[config.mk]
export PLATFORM = sky130hd
export DESIGN_NAME = ft600_tx_serializer
export DESIGN_NICKNAME = d
export VERILOG_FILES = /design/src/rtl/ft600_pkg.sv /design/src/rtl/sync_fifo.sv /design/src/rtl/ft600_tx_serializer.sv
export SDC_FILE = /design/constraint.sdc
export NUM_CORES = 1
export LEC_CHECK = 0
export BUFFER_PORTS_ARGS = -buffer_cell sky130_fd_sc_hd__buf_4
export CORE_MARGIN = 2
export CORE_UTILIZATION = 48
export CTS_CLUSTER_SIZE = 40
export DETAILED_ROUTE_END_ITERATION = 6
export GPL_ROUTABILITY_DRIVEN = 0
export PLACE_DENSITY = 0.69
export REMOVE_ABC_BUFFERS = 1
export SLEW_MARGIN = 10
export SYNTH_ARGS = -nofsm -noshare
export SYNTH_HDL_FRONTEND = slang
export SYNTH_SLANG_ARGS = --single-unit
[constraint.sdc]
create_clock -name CLK -period 12.2 [get_ports CLK]
set_input_delay 2.44 -clock CLK [delete_from_list [all_inputs] [get_ports CLK]]
set_output_delay 2.44 -clock CLK [all_outputs]
set_load 0.02 [all_outputs]
[src/rtl/ft600_pkg.sv]
// Shared widths and the beat slice helper for the FT600 transmit path.
package ft600_pkg;

  localparam int WORD_W     = 128;
  localparam int BEAT_W     = 32;
  localparam int BEATS      = WORD_W / BEAT_W;
  localparam int BEAT_IDX_W = 2;

  typedef logic [BEAT_IDX_W-1:0] beat_idx_t;

  localparam beat_idx_t BEAT_LAST = beat_idx_t'(BEATS - 1);

  // Beat n of a word: lsw_first walks up from bit 0, otherwise down from the top.
  function automatic logic [BEAT_W-1:0] beat_slice(input logic [WORD_W-1:0] word,
                                                   input beat_idx_t        idx,
                                                   input bit               lsw_first);
    beat_idx_t sel;
    sel = lsw_first ? idx : (BEAT_LAST - idx);
    return word[sel*BEAT_W +: BEAT_W];
  endfunction

endpackage

[src/rtl/sync_fifo.sv]
// Single-clock FIFO with explicit occupancy count; drops pushes when full.
module sync_fifo
  #(parameter int W     = 128,
    parameter int DEPTH = 2,
    localparam int PTR_W = $clog2(DEPTH),
    localparam int CNT_W = PTR_W + 1)
  (input  logic             clk,
   input  logic             rst,
   input  logic             push,
   input  logic [W-1:0]     din,
   input  logic             pop,
   output logic [W-1:0]     dout,
   output logic [CNT_W-1:0] count,
   output logic             full);

  logic [W-1:0]     mem [DEPTH];
  logic [PTR_W-1:0] wr_ptr;
  logic [PTR_W-1:0] rd_ptr;
  logic             do_push;
  logic             do_pop;

  assign full    = (count == CNT_W'(DEPTH));
  assign do_push = push && !full;
  assign do_pop  = pop && (count != '0);
  assign dout    = mem[rd_ptr];

  // Storage, pointers and count; storage is cleared so the head word is never X.
  always_ff @(posedge clk or posedge rst) begin
    if (rst) begin
      wr_ptr <= '0;
      rd_ptr <= '0;
      count  <= '0;
      for (int i = 0; i < DEPTH; i++) mem[i] <= '0;
    end else begin
      if (do_push) begin
        mem[wr_ptr] <= din;
        wr_ptr      <= wr_ptr + PTR_W'(1);
      end
      if (do_pop) rd_ptr <= rd_ptr + PTR_W'(1);
      if (do_push && !do_pop)      count <= count + CNT_W'(1);
      else if (!do_push && do_pop) count <= count - CNT_W'(1);
    end
  end

endmodule

[src/rtl/ft600_tx_serializer.sv]
// Buffers 128-bit words and emits them as 32-bit beats with a last-beat flag.
module ft600_tx_serializer
  import ft600_pkg::*;
  #(parameter int DEPTH     = 2,
    parameter bit LSW_FIRST = 1'b1)
  (input  logic              CLK,
   input  logic              RST,
   input  logic              in_enq__ENA,
   input  logic [WORD_W-1:0] in_enq_v,
   output logic              in_enq__RDY,
   output logic              out_enq__ENA,
   output logic [BEAT_W-1:0] out_enq_v,
   output logic              out_last,
   input  logic              out_enq__RDY);

  localparam int CNT_W = $clog2(DEPTH) + 1;

  logic [WORD_W-1:0] head;
  logic [CNT_W-1:0]  count;
  logic              full;
  logic              has_data;
  logic              pop;
  beat_idx_t         beat;

  assign has_data     = (count != '0);
  assign in_enq__RDY  = !RST && !full;
  assign out_enq__ENA = has_data && out_enq__RDY;
  assign out_last     = has_data && (beat == BEAT_LAST);
  assign out_enq_v    = beat_slice(head, beat, LSW_FIRST);
  assign pop          = out_enq__ENA && (beat == BEAT_LAST);

  sync_fifo #(.W(WORD_W), .DEPTH(DEPTH)) u_fifo
    (.clk   (CLK),
     .rst   (RST),
     .push  (in_enq__ENA),
     .din   (in_enq_v),
     .pop   (pop),
     .dout  (head),
     .count (count),
     .full  (full));

  // Beat position within the head word; advances only on a transferred beat.
  always_ff @(posedge CLK or posedge RST) begin
    if (RST)                 beat <= '0;
    else if (out_enq__ENA)   beat <= (beat == BEAT_LAST) ? '0 : beat + beat_idx_t'(1);
  end

  // A producer must never push while the buffer is not ready.
  a_no_push_when_full: assert property (@(posedge CLK) disable iff (RST)
                                        !(in_enq__ENA && !in_enq__RDY));

endmodule

==> run_results.csv, run 1 <==
group,metric,value,unit
status,outcome,"completed",
worst_setup_path,crit_type,"in -> out",
synthesis,synthAdderAreaFrac,0.213,%
worst_setup_path,arrival,3.52,ns
detailed_routing,drtIter0Drc,273,
power_and_ir_drop,pwr-share-comb,40.8,%
synthesis,ys_warn_count,0,
clock_network,htreeDepth,1,
grt,antenna_found_initial,0,
clock_network,clk_path_buf_depth,3,
placed_design,portBuffers,166,
worst_setup_path,r2r_start,"u_fifo.count[0]",
detailed_routing,antenna_left,0,
synthesis,yosys.cell_types.count,23,
power_and_ir_drop,swShare,32.4,%
synthesis,synth_area,11700,µm²
grt,gr-total-overflow,0,
sta,finalHoldViolCount,0,
detailed_routing,vias,6471,
floorplanning,die_h,160,µm
cells_and_area,synthToLayoutAreaGrowth,19.6,%
sta,tightestPinTransition,1.10,ns
detailed_routing,routed_via_density,5.49,
worst_setup_path,critPathLaunch,"RST",
sta,setup_violations,0,
detailed_routing,wl_per_cell,20.4,µm
worst_setup_path,end_kind,"output pin",
worst_setup_path,cp.required,9.76,ns
sta,relSlewSlack,26.9,%
cells_and_area,antenna_cells,0,
sta,layout_min_cycle_time,5.96,ns
worst_hold_path,hold_class,"reg -> reg",
clock_network,cts_tree,"yes",
synthesis,ys_ff_latch,262,
grt,grt_usage,19.4,%
cells_and_area,layout.nets,972,
synthesis,synth_top_family_by_area,"multiplexers",
cells_and_area,final_core_util,58.1,%
floorplanning,rows,57,
clock_network,hold_buffers,0,
worst_setup_path,worst-path-max-fanout,121,
detailed_routing,routed_wl,24.0,mm
sta,fmax,168,MHz
floorplanning,die_x,160,µm
grt,grt_pass1_wl,39.9,mm
worst_setup_path,start_kind,"input port",
power_and_ir_drop,vdd_drop_max,0.153,mV
placed_design,placed_cells,1132,
cells_and_area,fill_cells,1864,
floorplanning,placeableCoreArea,24200,µm²
sta,rsz0062_at_grt,"false",
placed_design,dp_hpwl,15.7,mm
sta,drv_slew,0,
power_and_ir_drop,pwr_density_cell,291,nW/µm²
synthesis,synthXorXnorAreaFrac,0.373,%
cells_and_area,final_layout_size_suffix_gt1_share,35.2,%
power_and_ir_drop,clockPowerShare,19.2,%
sta,skew,0.0133,ns
synthesis,synth_cells,680,
floorplanning,io_pins,167,
clock_network,cts_sinks,262,
synthesis,synth_compound_area_share,0.128,%
power_and_ir_drop,seqPwrFrac,40.0,%
power_and_ir_drop,p_int,2.77,mW
detailed_routing,first_pass_iters,4,
sta,fin_setup_tns,0,ns
clock_network,cts_resized,0,
grt,grt_max_degree,122,
sta,min_period_over_period,48.9,%
synthesis,synthSimpleGateAreaFrac,0.363,%
synthesis,synthMuxAreaShare,40.6,%
clock_network,root_buffer,"clkbuf_16",
clock_network,cts_setup_buffers,0,
clock_network,clk_pin_slew,0.05,ns
floorplanning,initial_core_util,48.5,%
synthesis,syn_avg_cell_area,17.3,µm²
synthesis,yosysSeqAreaShare,55.9,%
floorplanning,dieArea,25700,µm²
clock_network,cts-buffers-inserted,28,
worst_hold_path,min_from,"u_fifo.mem[249]",
power_and_ir_drop,p_leak,6.07,nW
cells_and_area,final_cell_count_no_fill,1178,
grt,grt_pass1_vias,7547,
run,cap_violations,0,
clock_network,clock_latency,0.53,ns
detailed_routing,drc,0,
power_and_ir_drop,switching_power,1.33,mW
-- worst paths after layout --
| path | to | slack, ns | cells after the start |
|---|---|---|---|
| setup / recovery | in_enq__RDY | 6.24 | 4 |
| min in group asynchronous | u_fifo.mem[199] | 2.06 | 2 |
| setup reg to reg | u_fifo.mem[126] | 9.29 | 4 |
| hold reg to reg | u_fifo.mem[249] | 0.48 | 1 |
| hold / removal | u_fifo.mem[249] | 0.48 | 1 |
| max in group asynchronous | u_fifo.mem[144] | 8.56 | 3 |
-- power groups by stage --
stage | Sequential, mW | Combinational [mW] | Clock, mW
6_report | 1.64 | 1.67 | 0.785
5_1_grt | 1.70 | 1.81 | 0.853
4_1_cts | 1.64 | 1.71 | 0.810
3_5_place_dp | 1.66 | 1.70 | 0
3_3_place_gp | 1.60 | 1.63 | 0
2_1_floorplan | 1.56 | 1.28 | 0
-- flip-flops by register name, indices dropped and copies added (netlist names) --
signal	cells
u_fifo.wr_ptr	1
beat	2
u_fifo.count	2
u_fifo.rd_ptr	1
u_fifo.mem	256
-- critical path: stages --
cell,delay (ns)
buf_4,0.13
inv_8,0.55
and2_1,0.23
buf_4,0.14
-- stage by stage --
step                      cell area [µm²]  hold slack [ns]  setup slack [ns]  power [mW]
final                               14000            0.482              6.24        4.09
after global routing                14000            0.500              6.05        4.36
after CTS                           14000            0.487              6.16        4.16
after detailed placement            13200            0.474              6.16        3.36
after global placement              13200            0.465              6.22        3.23
after floorplan                     11400            0.454              1.22        2.84
-- synth_stat cells (all sizes together) --
cell      n  area, µm²
nand2b    1       6.26
buf      44        279
nand3     1       5.00
o21a      2       15.0
xnor2     2       17.5
mux2    290       3270
nand2     1       3.75
xor2      3       26.3
inv       1       3.75
dfrtp   262       6560
and2      2       12.5
clkbuf    2       7.51
ha        2       25.0
nor2      2       7.51
nand3b    1       7.51
mux4     64       1490
-- layout by cell type (no fill, tap or decap), drive strengths merged --
cell    netlist  routed
o21a          2       2
mux4         64      64
clkinv        0       1
nand2b        1       1
ha            2       2
dfrtp       262     262
mux2        290     290
xor2          3       3
nand2         1       1
buf          44     174
clkbuf        2      45
xnor2         2       2
nand3         1       1
nor2          2       2
nand3b        1       1
and2          2       2
inv           1       1
-- cells by family after synthesis --
| group | after synthesis |
|---|---|
| muxes | 354 |
| and+or+nand+nor | 8 |
| adders and majority gates | 2 |
| xor gates and xnor gates | 5 |
| AOI/OAI and AO/OA | 2 |
| DFF | 262 |
| buffers and inverters | 47 |
-- layout make-up --
type / instances / area [µm²] / area share, %
well taps: 324 / 405 / 2.89
flip-flops and latches: 262 / 6570 / 46.8
clock buffers: 45 / 846 / 6.03
multi-input cells: 371 / 4900 / 34.9
inverters: 1 / 11.3 / 0.0802
clock inverters: 1 / 5.00 / 0.0357
repair buffers: 174 / 1310 / 9.31
-- per-layer routing --
| layer | part of all wire [%] | GRT usage, % | vias up | routed length (µm) |
|---|---|---|---|---|
| li1 | - | - | 2864 | - |
| met1 | 40 | 23.9 | 3420 | 9580 |
| met2 | 52 | 34.6 | 156 | 12400 |
| met3 | 6.7 | 4.98 | 31 | 1610 |
| met4 | 1.8 | 4.55 | 0 | 434 |
| met5 | 0 | 0 | - | 0 |
Note: power is estimated with default switching activity, not from simulation.
==> run 2, diff against run 1 <==
--- a/config.mk
+++ b/config.mk
@@ -11,7 +11,7 @@
 export CTS_CLUSTER_SIZE = 40
 export DETAILED_ROUTE_END_ITERATION = 6
 export GPL_ROUTABILITY_DRIVEN = 0
-export PLACE_DENSITY = 0.69
+export PLACE_DENSITY = 0.71
 export REMOVE_ABC_BUFFERS = 1
 export SLEW_MARGIN = 10
 export SYNTH_ARGS = -nofsm -noshare
==> constraint.sdc (replaced) <==
create_clock -name CLK -period 4.9 [get_ports CLK]
set_input_delay 0.98 -clock CLK [delete_from_list [all_inputs] [get_ports CLK]]
set_output_delay 0.98 -clock CLK [all_outputs]
set_load 0.02 [all_outputs]
==> run 2 against run 1 <==
Clock skew down 0.0057 ns. Clock power rose to 2.7 times the previous value. Cell area up 0.89%. Critical endpoint is now out_enq_v[14].
==> run_results.csv, run 2 (synthesis results as in run 1) <==
group,metric,value,unit
status,outcome,"completed",
floorplanning,initial_core_util,48.5,%
detailed_routing,wl_per_cell,20.1,µm
detailed_routing,first_pass_iters,4,
power_and_ir_drop,p_leak,6.13,nW
detailed_routing,vias,6509,
sta,tightestPinTransition,1.10,ns
detailed_routing,routed_via_density,5.50,
cells_and_area,antenna_cells,0,
run,cap_violations,0,
clock_network,cts-buffers-inserted,28,
cells_and_area,mostFrequentLayoutCells,"259 x dfrtp_1, 256 x mux2_1, 175 x buf_4",
sta,drv_slew,0,
grt,antenna_found_initial,0,
clock_network,cts_setup_buffers,0,
cells_and_area,multi_input_area,4900,µm²
grt,gr-total-overflow,0,
sta,rsz0062_at_grt,"false",
grt,grt_pass1_wl,39.2,mm
cells_and_area,largest_reg_flops,256,
grt,grt_usage,19.1,%
cells_and_area,top_register,"u_fifo.mem",
clock_network,cts_tree,"yes",
clock_network,cts_sinks,262,
worst_setup_path,cp.required,3.92,ns
power_and_ir_drop,vdd_drop_max,0.340,mV
cells_and_area,synthToLayoutAreaGrowth,20.7,%
cells_and_area,fill_cells,1859,
cells_and_area,seqCellArea,6570,µm²
clock_network,htreeDepth,1,
cells_and_area,layout_commonest_cell,"dfrtp_1",
sta,relSlewSlack,26.7,%
cells_and_area,final_cell_area,14200,µm²
cells_and_area,final_layout_size_suffix_gt1_share,35.8,%
floorplanning,dieArea,25700,µm²
grt,use_met1,23.8,%
cells_and_area,final_cell_count_no_fill,1184,
detailed_routing,drc,0,
sta,setup_violations,0,
clock_network,clk_pin_slew,0.06,ns
detailed_routing,drtIter0Drc,281,
clock_network,hold_buffers,0,
worst_setup_path,rrSetupSlack,2.66,ns
floorplanning,placeableCoreArea,24200,µm²
cells_and_area,reg.largest.list,"u_fifo.mem: 256 flops, beat: 2 flops, u_fifo.count: 2 flops",
sta,min_period_over_period,80.0,%
worst_setup_path,arrival,2.94,ns
clock_network,root_buffer,"clkbuf_16",
cells_and_area,layout.nets,974,
detailed_routing,antenna_left,0,
power_and_ir_drop,pwr_density_cell,731,nW/µm²
power_and_ir_drop,power,10.4,mW
detailed_routing,routed_wl,23.8,mm
sta,finalHoldViolCount,0,
clock_network,clk_path_buf_depth,3,
placed_design,dp_hpwl,15.6,mm
grt,use_met2,34.5,%
sta,fmax,255,MHz
placed_design,placed_cells,1134,
grt,grt_max_degree,169,
grt,grt_use_met3,3.74,%
clock_network,clock_latency,0.53,ns
sta,layout_min_cycle_time,3.92,ns
worst_setup_path,start_kind,"flop",
floorplanning,rows,57,
placed_design,place_area,13200,µm²
floorplanning,die_h,160,µm
worst_hold_path,hold_class,"reg -> reg",
worst_setup_path,end_kind,"output pin",
clock_network,cts_resized,0,
floorplanning,io_pins,167,
floorplanning,die_x,160,µm
sta,skew,0.00754,ns
worst_setup_path,worst-path-max-fanout,34,
grt,grt_pass1_vias,7557,
placed_design,portBuffers,166,
worst_setup_path,crit_type,"reg -> out",
grt,busiest_layer,"met2",
## run 2: cell count changes in the layout (fill, tap and decap cells not counted), sizes merged
cell | before | now
clkbuf | 45 | 47
bufinv | 0 | 2
buf | 174 | 176
## run 2: layout make-up
| class | count | area share [%] |
|---|---|---|
| inverter | 1 | 0.0795 |
| clock inverter | 3 | 0.459 |
| multi-input combinational | 371 | 34.6 |
| sequential | 262 | 46.4 |
| clock buffer | 47 | 6.24 |
| tap | 324 | 2.86 |
| timing repair buffer | 176 | 9.42 |
## run 2: where the power goes
group,internal [mW],leakage (nW),switching (mW)
Sequential,3.29,3.08,0.816
Clock,1.32,0.465,0.812
Combinational,2.44,2.59,1.68
Total,7.05,6.13,3.31
## run 2: worst paths after layout
check / from / to / depth (start not counted)
max: u_fifo.rd_ptr / out_enq_v[14] / 4
min: u_fifo.mem[46] / u_fifo.mem[46] / 1
max reg2reg: beat[0] / u_fifo.count[1] / 5
min reg2reg: u_fifo.mem[46] / u_fifo.mem[46] / 1
max in group asynchronous: RST / u_fifo.mem[161] / 3
min in group asynchronous: RST / u_fifo.mem[46] / 2
## run 2: worst max-delay path, cell delays in order (launching register included)
cell and delay [ns]:
dfrtp_4 0.88, buf_4 0.45, mux4_1 0.62, mux2_2 0.29
buf_4 0.16
## run 2: through the flow
step	setup slack, ns	setup TNS [ns]	hold WS [ns]	utilization (%)
floorplan	-3.30	-1037.15	0.454	-
global placement	1.48	0	0.465	54.7
detailed placement	1.46	0	0.472	54.7
CTS	0.878	0	0.486	58.6
global route	0.793	0	0.496	58.6
finish	0.981	0	0.481	58.6
## run 2: layer usage
layer	vias up	share of wire, %	wire length [µm]
met5	-	0	0
met4	0	1.8	436
met3	30	4.7	1120
met2	133	52	12400
met1	3475	41	9880
li1	2871	-	-
